File: config.mk
export PLATFORM = sky130hd
export DESIGN_NAME = memory2_stage_flat
export DESIGN_NICKNAME = d
export VERILOG_FILES = /design/src/rtl/memory2_stage_if.sv /design/src/rtl/memory2_stage.sv /design/src/flat_wrapper.sv
export SDC_FILE = /design/constraint.sdc
export NUM_CORES = 1
export LEC_CHECK = 0
export ABC_AREA = 1
export CORE_MARGIN = 1.5
export CORE_UTILIZATION = 44
export CTS_BUF_LIST = sky130_fd_sc_hd__clkbuf_4
export CTS_CLUSTER_SIZE = 20
export DETAILED_ROUTE_END_ITERATION = 16
export HOLD_SLACK_MARGIN = 0.1
export PLACE_DENSITY = 0.95
export SYNTH_ARGS = -nofsm -noshare
export SYNTH_HDL_FRONTEND = slang
export SYNTH_SLANG_ARGS = --single-unit
File: constraint.sdc
create_clock -name clk -period 2.2 [get_ports clk]
set_input_delay 0.44 -clock clk [delete_from_list [all_inputs] [get_ports clk]]
set_output_delay 0.44 -clock clk [all_outputs]
set_load 0.005 [all_outputs]
File: src/rtl/memory2_stage_if.sv
// Pass structs and the memory1/memory2/writeback/dcache bundle used by memory2_stage.
typedef struct packed {
    logic        valid;
    logic [31:0] pc;
    logic [31:0] inst;
    logic [4:0]  rd;
    logic        is_wr_rd;
    logic        is_wr_rd_pc_plus4;
    logic        is_ld;
    logic        is_st;
    logic        ld_signed;
    logic [1:0]  ld_size;
    logic [31:0] va;
    logic [31:0] pa;
    logic [31:0] ex_mem_out;
} memory1_memory2_pass_t;

typedef struct packed {
    logic        valid;
    logic [31:0] pc;
    logic [31:0] inst;
    logic [4:0]  rd;
    logic        is_wr_rd;
    logic        is_wr_rd_pc_plus4;
    logic [31:0] ex_mem_out;
} memory2_writeback_pass_t;

interface memory2_stage_if;
    logic                    flush_i;
    logic                    stall_i;
    logic                    stall_o;
    memory1_memory2_pass_t   pass_in;
    memory2_writeback_pass_t pass_out;
    logic                    dc_rvalid;
    logic [31:0]             dc_rdata;
    logic                    fwd_valid;
    logic [4:0]              fwd_rd;
    logic [31:0]             fwd_data;

    modport master (
        output flush_i, stall_i, pass_in, dc_rvalid, dc_rdata,
        input  stall_o, pass_out, fwd_valid, fwd_rd, fwd_data
    );

    modport slave (
        input  flush_i, stall_i, pass_in, dc_rvalid, dc_rdata,
        output stall_o, pass_out, fwd_valid, fwd_rd, fwd_data
    );
endinterface

File: src/rtl/memory2_stage.sv
// Second memory stage: waits for the dcache load response, aligns/extends it, drains flushed responses.
// Optional bypass port enabled by defining MEM2_FWD_EN; otherwise fwd_* are tied to zero.
module memory2_stage #(
    parameter int DRAIN_CNT_W = 2
) (
    input  logic            clk,
    input  logic            rst_n,
    memory2_stage_if.slave  bus
);
    typedef enum logic [1:0] {S_IDLE, S_WAIT, S_HOLD} state_t;

    localparam logic [DRAIN_CNT_W-1:0] DRAIN_MAX = '1;
    localparam logic [DRAIN_CNT_W-1:0] DRAIN_ONE = DRAIN_CNT_W'(1);

    memory1_memory2_pass_t  pass_q;
    state_t                 state_q;
    logic [DRAIN_CNT_W-1:0] drain_cnt_q;
    logic [DRAIN_CNT_W-1:0] drain_cnt_d;
    logic [31:0]            hold_data_q;

    logic        is_load;
    logic        drain_zero;
    logic        wait_phase;
    logic        hold_phase;
    logic        resp_hit;
    logic        orphan;
    logic        load_open;
    logic        stall;
    logic [31:0] ld_word;
    logic [7:0]  ld_byte;
    logic [15:0] ld_half;
    logic [31:0] ld_result;
    logic [31:0] result;
    logic        unused_fields;

    assign is_load    = pass_q.valid & pass_q.is_ld;
    assign drain_zero = (drain_cnt_q == '0);
    // A load sitting in IDLE with no orphans outstanding is treated exactly like WAIT,
    // so a response in the very first cycle is taken without a bubble.
    assign wait_phase = is_load & (((state_q == S_IDLE) & drain_zero) | (state_q == S_WAIT));
    assign hold_phase = is_load & (state_q == S_HOLD);
    assign resp_hit   = wait_phase & bus.dc_rvalid;
    assign orphan     = bus.dc_rvalid & ~drain_zero;
    // The load's own response is still in flight; a flush now turns it into an orphan.
    assign load_open  = is_load & (state_q != S_HOLD) & ~resp_hit;

    always_comb begin
        stall = bus.stall_i;
        if (is_load) begin
            if (wait_phase) begin
                stall = ~bus.dc_rvalid | bus.stall_i;
            end else if (!hold_phase) begin
                stall = 1'b1;
            end
        end
    end

    always_comb begin
        drain_cnt_d = drain_cnt_q;
        if (orphan) begin
            drain_cnt_d = drain_cnt_d - DRAIN_ONE;
        end
        if (bus.flush_i && load_open) begin
            drain_cnt_d = drain_cnt_d + DRAIN_ONE;
        end
    end

    assign ld_word = hold_phase ? hold_data_q : bus.dc_rdata;
    assign ld_byte = ld_word[{pass_q.va[1:0], 3'b000} +: 8];
    assign ld_half = ld_word[{pass_q.va[1], 4'b0000} +: 16];

    always_comb begin
        case (pass_q.ld_size)
            2'd0:    ld_result = {{24{pass_q.ld_signed & ld_byte[7]}}, ld_byte};
            2'd1:    ld_result = {{16{pass_q.ld_signed & ld_half[15]}}, ld_half};
            default: ld_result = ld_word;
        endcase
    end

    assign result = pass_q.is_ld ? ld_result : pass_q.ex_mem_out;

    always_comb begin
        bus.pass_out                   = '0;
        bus.pass_out.valid             = pass_q.valid & ~stall & ~bus.flush_i;
        bus.pass_out.pc                = pass_q.pc;
        bus.pass_out.inst              = pass_q.inst;
        bus.pass_out.rd                = pass_q.rd;
        bus.pass_out.is_wr_rd          = pass_q.is_wr_rd;
        bus.pass_out.is_wr_rd_pc_plus4 = pass_q.is_wr_rd_pc_plus4;
        bus.pass_out.ex_mem_out        = result;
    end

    assign bus.stall_o = stall;

`ifdef MEM2_FWD_EN
    logic data_ready;
    assign data_ready    = resp_hit | hold_phase;
    assign bus.fwd_valid = pass_q.valid & pass_q.is_wr_rd & ~stall & (~pass_q.is_ld | data_ready);
    assign bus.fwd_rd    = pass_q.rd;
    assign bus.fwd_data  = pass_q.is_wr_rd_pc_plus4 ? (pass_q.pc + 32'd4) : result;
`else
    assign bus.fwd_valid = 1'b0;
    assign bus.fwd_rd    = '0;
    assign bus.fwd_data  = '0;
`endif

    assign unused_fields = ^{pass_q.is_st, pass_q.pa, pass_q.va[31:2]};

    always_ff @(posedge clk or negedge rst_n) begin
        if (!rst_n) begin
            pass_q      <= '0;
            state_q     <= S_IDLE;
            drain_cnt_q <= '0;
            hold_data_q <= '0;
        end else begin
            if (!stall || bus.flush_i) begin
                pass_q       <= bus.pass_in;
                pass_q.valid <= bus.pass_in.valid & ~bus.flush_i;
            end
            drain_cnt_q <= drain_cnt_d;
            if (bus.flush_i) begin
                state_q     <= S_IDLE;
                hold_data_q <= '0;
            end else begin
                case (state_q)
                    S_IDLE, S_WAIT: begin
                        if (!wait_phase) begin
                            state_q <= S_IDLE;
                        end else if (!bus.dc_rvalid) begin
                            state_q <= S_WAIT;
                        end else if (bus.stall_i) begin
                            state_q     <= S_HOLD;
                            hold_data_q <= bus.dc_rdata;
                        end else begin
                            state_q <= S_IDLE;
                        end
                    end
                    S_HOLD:  state_q <= bus.stall_i ? S_HOLD : S_IDLE;
                    default: state_q <= S_IDLE;
                endcase
            end
        end
    end

    a_drain_no_overflow: assert property (@(posedge clk) disable iff (!rst_n)
        !(bus.flush_i && load_open && !orphan && (drain_cnt_q == DRAIN_MAX)));
    a_no_stray_response: assert property (@(posedge clk) disable iff (!rst_n)
        !(bus.dc_rvalid && drain_zero && !wait_phase));
endmodule

File: src/flat_wrapper.sv
// flat-port wrapper written by rule: the top's interface ports become plain ports
module memory2_stage_flat 
#(
    parameter int DRAIN_CNT_W = 2
)
  (clk, rst_n, bus_flush_i, bus_stall_i, bus_pass_in, bus_dc_rvalid, bus_dc_rdata, bus_stall_o, bus_pass_out, bus_fwd_valid, bus_fwd_rd, bus_fwd_data);
  memory2_stage_if bus_i ();
  input  logic clk;
  input  logic rst_n;
  input wire logic [$bits(bus_i.flush_i)-1:0] bus_flush_i;
  input wire logic [$bits(bus_i.stall_i)-1:0] bus_stall_i;
  input wire logic [$bits(bus_i.pass_in)-1:0] bus_pass_in;
  input wire logic [$bits(bus_i.dc_rvalid)-1:0] bus_dc_rvalid;
  input wire logic [$bits(bus_i.dc_rdata)-1:0] bus_dc_rdata;
  output wire logic [$bits(bus_i.stall_o)-1:0] bus_stall_o;
  output wire logic [$bits(bus_i.pass_out)-1:0] bus_pass_out;
  output wire logic [$bits(bus_i.fwd_valid)-1:0] bus_fwd_valid;
  output wire logic [$bits(bus_i.fwd_rd)-1:0] bus_fwd_rd;
  output wire logic [$bits(bus_i.fwd_data)-1:0] bus_fwd_data;
  assign bus_i.flush_i = bus_flush_i;
  assign bus_i.stall_i = bus_stall_i;
  assign bus_i.pass_in = bus_pass_in;
  assign bus_i.dc_rvalid = bus_dc_rvalid;
  assign bus_i.dc_rdata = bus_dc_rdata;
  assign bus_stall_o = bus_i.stall_o;
  assign bus_pass_out = bus_i.pass_out;
  assign bus_fwd_valid = bus_i.fwd_valid;
  assign bus_fwd_rd = bus_i.fwd_rd;
  assign bus_fwd_data = bus_i.fwd_data;
  memory2_stage #(.DRAIN_CNT_W(DRAIN_CNT_W)) u_core (.clk(clk), .rst_n(rst_n), .bus(bus_i));
endmodule
==> flow_summary.toml, run 1 <==
[floorplan]
start_util_pct = 45.0
fp-row-count = 49
die_y_um = 139
die_width_um = 139
num_io_pins = 353
die_area_um2 = 19200
core_region_area_um2 = 18000

[timing]
clock_skew_ns = 0.0264
finalWorstPathRequiredPeriod_ns = 3.00
fmaxAchievable_mhz = 333
totalNegativeSetupSlack_ns = -25.17
period_share_pct = 136
post-route-worst-setup-slack_ns = -0.803
report.final.setup_viol = 88
hold_viol = 0
grt_setup_unrepaired = "true"
maxSlewViolCount = 0

[outcome]
violations = "negative setup slack"
status = "complete, but fails checks"

[clock_network]
root_buffer = "clkbuf_4"
worst_setup_hold_path_clk_slew_ns = 0.15
clkLatencyLatePin_ns = 0.58
cts_buffer_depth = 2
clock_sinks = 146
number_of_cts_inserted_buffers = 17
clock_tree.htree_level_count = 4
tritoncts = "built"

[cells_and_area]
seqCellArea_um2 = 3650
synthToLayoutAreaGrowth_pct = 56.8
nFillCells = 1213
finish.utilization_pct = 70.5
layout.cell_area.non_filler_um2 = 12700
multiInputGateArea_um2 = 3910
post_route_cells_drive_above_1_share_pct = 29.2
number_of_nets_in_the_final_layout = 1571

[yosys]
netlist_instances = 1080
synth_top_cells_by_area = "dfrtp_1 (45%), nand2_1 (16%), buf_4 (10%), nand3_1 (8.0%), o21ai_0 (6.4%)"
synth.yosys.warnings = 0
netlist_top_cells_count = "nand2_1 (342), dfrtp_1 (146), nand3_1 (129)"
yosys.area.top_type = "dfrtp_1"
synthFlopType = "dfrtp_1"
synthArstFlopShare_pct = 100
most_frequently_used_cell_type_in_the_post_synthesis_netlist = "nand2_1"
synthDominantCellAreaShare_pct = 45.2
ys_types = 31
synth_enable_flop_cells = 0
synth.avg_cell_area_um2 = 7.48
synth.yosys.seq_area_share_pct = 45.2
ys_seq_elements = 146
post_synth_instance_area_um2 = 8080

[worst_setup_path]
cpPeakStageDelay_ns = 0.46
arrival_ns = 2.56
startpoint_of_the_worst_slack_reg_to_reg_timing_path = "u_core.state_q[0]"
regToRegSetupSlack_ns = -0.09
path_buf_inv = 4
timing_worst_setup_path_type = "flip-flop to output pin"
path_cells = "nor2_4, nand2_4, buf_12, nand2_8, nand2_4, o21ai_4, nand3_4, buf_12, nand3_2, nand2_1, inv_1, clkdlybuf4s15_1"
critical_path.slowest_cell = "dfrtp_1"
worst_setup_path_startpoint = "u_core.state_q[0]"
cp-end-kind = "output pin"
critical_path_required_ns = 1.76
cp-start-kind = "flip-flop"
critical_path_peak_fanout = 7
path_delay_family = "simple AND/OR/NAND/NOR gates"

[place]
post-dp-hpwl_mm = 17.4
placement.io_buffers = 251
postPlaceCellArea_um2 = 10600
gpl.final_weighted_congestion = 0.898

[global_routing]
global_route.overflow_total = 0
first_global_vias = 8489
grt_max_degree = 60
grt_pass1_wl_mm = 43.3
track_usage_pct = 28.3
grt_antenna_before_repair = 3

[route]
final_antenna_net_count = 0
wl_mm = 31.3
drt_pre_antenna_iters = 7
vias = 8787
drc = 0
vias_per_cell = 5.49
avg_wl_per_cell_um = 19.6
drt_first_iter_violations = 897

[power]
p_per_area_nw_per_um2 = 587
leakage_nw = 6.31
p_total_mw = 7.43
power.ir.vdd_worst_uv = 343

[min_path]
hp-class = "input pin to async pin"

[job]
max-cap-violations = 0
[metrics by stage]
step           cells  hold WS (ns)  setup WS [ns]
3_5_place_dp    1501         0.400         -0.580
3_3_place_gp    1501         0.398         -0.543
2_1_floorplan   1117         0.144          0.275
6_report        1602         0.351         -0.803
4_1_cts         1570         0.335         -0.787
5_1_grt         1602         0.343         -0.953
[cell type report]
| class | instances | area share [%] |
|---|---|---|
| multi-input cells | 676 | 30.8 |
| inverters | 127 | 3.79 |
| clock inverters | 14 | 1.41 |
| flip-flops and latches | 146 | 28.8 |
| clock buffers | 17 | 1.01 |
| repair buffers | 392 | 31.8 |
| well taps | 229 | 2.26 |
| diodes | 1 | 0.0198 |
[sequential cells by signal, indices dropped and copies added, names as in the netlist]
signal               cells
u_core.bus.pass_out     71
u_core.drain_cnt_q       2
u_core.hold_data_q      32
u_core.pass_q           39
u_core.state_q           2
[worst reg2reg max path, stage by stage, from the launching register on]
cell and delay, ns:
dfrtp_1 0.46, buf_6 0.15, buf_6 0.11, nor2_4 0.13, nor3_4 0.05, nand2_2 0.08, nand2_4 0.07, o21ai_4 0.21
buf_12 0.15, buf_6 0.08, buf_6 0.11, nand2_8 0.09, buf_12 0.17, clkbuf_16 0.17, nand2_1 0.09, nand2_1 0.06
[metal layers]
metal	GRT usage (%)	vias to the layer above	share of wire, %	routed length [µm]
met1	31.9	4125	34	10500
met5	0	-	0.041	13
met4	16.2	2	6.5	2050
li1	-	3822	-	-
met3	9.49	179	9.8	3060
met2	46.8	659	50	15700
[placed cells by master (no fill, tap or decap), drive strengths merged]
| master | n |
|---|---|
| nand2 | 345 |
| clkdlybuf4s50 | 216 |
| buf | 163 |
| dfrtp | 146 |
| nand3 | 130 |
| inv | 129 |
| o21ai | 108 |
| conb | 38 |
| clkbuf | 28 |
| o22ai | 13 |
| a21oi | 12 |
| nor2 | 10 |
| o211ai | 9 |
| clkinv | 6 |
| xor2 | 3 |
| bufinv | 3 |
| clkinvlp | 3 |
| nor3 | 3 |
| nand4 | 2 |
| diode | 1 |
| a31oi | 1 |
| nor3b | 1 |
| ha | 1 |
| dlygate4sd3 | 1 |
| clkdlybuf4s15 | 1 |
[timing repair]
action / in CTS / in global routing
setup endpoints to repair: 34 / 140
setup buffers: 31 / 25
gates cloned: 6 / 13
pin swaps: 43 / 60
resized for setup: 267 / 219
hold buffers: 1 / 0
endpoints found under the hold margin: 40 / 0
[power breakdown]
| part | switching [mW] | internal (mW) | total, mW | leakage (nW) |
|---|---|---|---|---|
| sequential | 0.145 | 2.93 | 3.07 | 1.80 |
| combinational | 1.26 | 1.19 | 2.45 | 4.36 |
| clock | 1.11 | 0.797 | 1.91 | 0.155 |
| total | 2.52 | 4.92 | 7.43 | 6.31 |
[cells by family (layout without fill, tap and decap cells)]
| group | Yosys count | in the layout | synth area share, % |
|---|---|---|---|
| buffers and inverters | 295 | 550 | 19.4 |
| XOR/XNOR | 3 | 3 | 0.325 |
| adder cells (fa/ha/maj) | 1 | 1 | 0.155 |
| flip-flops | 146 | 146 | 45.2 |
| AND/OR/NAND/NOR | 491 | 491 | 25.4 |
| AO/OA/AOI/OAI | 143 | 143 | 9.49 |
| other | 1 | 39 | 0.0464 |
[path summary, 6_finish.rpt]
check,to,cells past startpoint
max,bus_pass_out[28],12
min,u_core.hold_data_q[5],2
max reg2reg,u_core.bus.pass_out[47],15
min reg2reg,u_core.pass_q[9],2
max in group asynchronous,u_core.bus.pass_out[57],3
min in group clk,u_core.bus.pass_out[60],3
Power figures use the tool's default switching activity.
==> run 2: changes to the inputs <==
- clock period: 2.2 -> 2.9 ns (I/O delays scaled with it)
==> flow_summary.toml, run 2 (synthesis gave the netlist of run 1 again) <==
[worst_setup_path]
worstRegToRegCells = 12
critical_path_required_ns = 2.32
cpPeakStageDelay_ns = 0.60
cp-end-kind = "output pin"
critical_path.slowest_cell = "o21ai_0"
arrival_ns = 2.75
timing_worst_setup_path_type = "flip-flop to output pin"
cp-start-kind = "flip-flop"
path_delay_family = "compound AO/OA/AOI/OAI gates"
path_cells = "nor2_4, nand2_4, buf_6, buf_12, nand2_2, o21ai_4, o21ai_0, inv_1, nand3_2, nand2_1, inv_1, clkbuf_2"
path_buf_inv = 5
stages_on_worst_setup_path = 12
path_common_cell = "inv_1"
critical_path_peak_fanout = 7

[timing]
max_slew.worst_pin.slew_ns = 0.746
maxSlewViolCount = 0
report.final.setup_viol = 29
clock_skew_ns = 0.0263
hold_viol = 0
post-route-worst-setup-slack_ns = -0.434
period_share_pct = 115
slew_headroom_pct = 49.8
fmaxAchievable_mhz = 300
finalWorstPathRequiredPeriod_ns = 3.33
grt_setup_unrepaired = "true"

[clock_network]
clkLatencyLatePin_ns = 0.56
number_of_cts_inserted_buffers = 17
worst_setup_hold_path_clk_slew_ns = 0.16
root_buffer = "clkbuf_4"
clock_tree.htree_level_count = 4
tritoncts = "built"
clock_sinks = 146
cts_buffer_depth = 2

[cells_and_area]
largest_reg_flops = 71
number_of_nets_in_the_final_layout = 1519
most-common-layout-cells = "nand2_1 (294), clkdlybuf4s50_1 (216), dfrtp_1 (146)"
nFillCells = 1352
post_route_cells_drive_above_1_share_pct = 19.7
synthToLayoutAreaGrowth_pct = 43.1
mostFrequentLayoutCell = "nand2_1"
finish.utilization_pct = 64.4

[route]
vias = 8228
drt_first_iter_violations = 814
wl_mm = 26.9
drc = 0
final_antenna_net_count = 0
avg_wl_per_cell_um = 17.3
vias_per_cell = 5.30
drt_pre_antenna_iters = 10

[outcome]
status = "complete, but fails checks"
violations = "negative setup slack"

[power]
share_comb_of_total_power_pct = 30.9
p_per_area_nw_per_um2 = 453
p_sw_share_pct = 35.3
clk_network_pwr_share_pct = 24.6
p_total_mw = 5.24
total_switching_power_mw = 1.85
power.ir.vdd_worst_uv = 267
p_seq_share_pct = 44.5
leakage_nw = 5.86
internal_power_of_the_cells_mw = 3.39

[floorplan]
die_width_um = 139
fp-row-count = 49
die_area_um2 = 19200
start_util_pct = 45.0
die_y_um = 139
num_io_pins = 353
core_region_area_um2 = 18000

[place]
gpl.final_weighted_congestion = 0.880
placement.io_buffers = 251
post-dp-hpwl_mm = 16.6
pre_cts_ws_ns = -0.210

[global_routing]
grt_max_degree = 74
track_usage_pct = 26.3
first_global_vias = 8001
global_route.overflow_total = 0
grt_antenna_before_repair = 1
grt_pass1_wl_mm = 40.2

[job]
max-cap-violations = 0

[min_path]
hp-class = "input pin to flip-flop"
worst_hold_path.num_cells = 3
[run 2: cell count changes in the layout (fill, tap and decap cells not counted), moves of 13 or more]
cell,change
o21ai_2,-19
nand2_2,-55
nand2_1,+58
buf_4,-14
o21ai_0,+29
buf_6,-13
[run 2: layer usage]
metal / global-route usage [%] / vias up / wire [µm]
met1: 30.9 / 3797 / 9590
met2: 43.1 / 591 / 13100
li1: - / 3706 / -
met5: 0 / - / 0
met4: 13.9 / 0 / 1480
met3: 8.28 / 134 / 2680
[run 2: path summary, 6_finish.rpt]
kind	slack, ns	end	startpoint
worst max-delay path	-0.43	bus_pass_out[24]	u_core.state_q[0]
worst min-delay path	0.53	u_core.bus.pass_out[97]	bus_pass_in[166]
worst max register to register	0.29	u_core.pass_q[3]	u_core.state_q[1]
worst min register to register	0.53	u_core.bus.pass_out[34]	u_core.bus.pass_out[34]
max in group asynchronous	1.58	u_core.pass_q[0]	rst_n
min in group asynchronous	0.54	u_core.hold_data_q[8]	rst_n
[run 2: what timing repair did]
| action | CTS | global route |
|---|---|---|
| endpoints found under the hold margin | 51 | 0 |
| setup endpoints to repair | 34 | 33 |
| hold buffers | 1 | 0 |
| pin swaps | 36 | 45 |
| resized for setup | 219 | 102 |
| cloned | 3 | 2 |
| setup buffers | 28 | 18 |
[run 2: layout make-up]
| type | instances | area, µm² | share of cell area [%] |
|---|---|---|---|
| Multi-Input combinational cell | 676 | 3550 | 30.7 |
| Timing Repair Buffer | 340 | 3310 | 28.7 |
| Tap cell | 229 | 287 | 2.48 |
| Inverter | 127 | 480 | 4.15 |
| Clock inverter | 15 | 144 | 1.24 |
| Sequential cell | 146 | 3650 | 31.6 |
| Antenna cell | 1 | 2.50 | 0.0216 |
| Clock buffer | 17 | 128 | 1.10 |
[run 2: power groups by stage]
stage	clock network (mW)	logic, mW	registers (mW)
global placement	0	1.36	2.35
floorplan	0	0.779	2.33
finish	1.29	1.62	2.33
global route	1.42	1.75	2.35
detailed placement	0	1.40	2.36
CTS	1.31	1.46	2.32
[run 2: tightest hold or removal path, stage by stage]
cell	delay (ns)
clkdlybuf4s50_1	0.39
nand2_1	0.06
nand2_1	0.04
[run 2: metrics by stage]
| stage | setup TNS [ns] | area [µm²] | instances | hold WS [ns] |
|---|---|---|---|---|
| after CTS | -3.38 | 11100 | 1533 | 0.477 |
| final | -5.38 | 11600 | 1551 | 0.526 |
| after global routing | -9.51 | 11600 | 1551 | 0.468 |
| after floorplan | 0 | 8220 | 1117 | 0.284 |
| after global placement | -3.04 | 10300 | 1470 | 0.490 |
| after detailed placement | -3.65 | 10300 | 1470 | 0.493 |
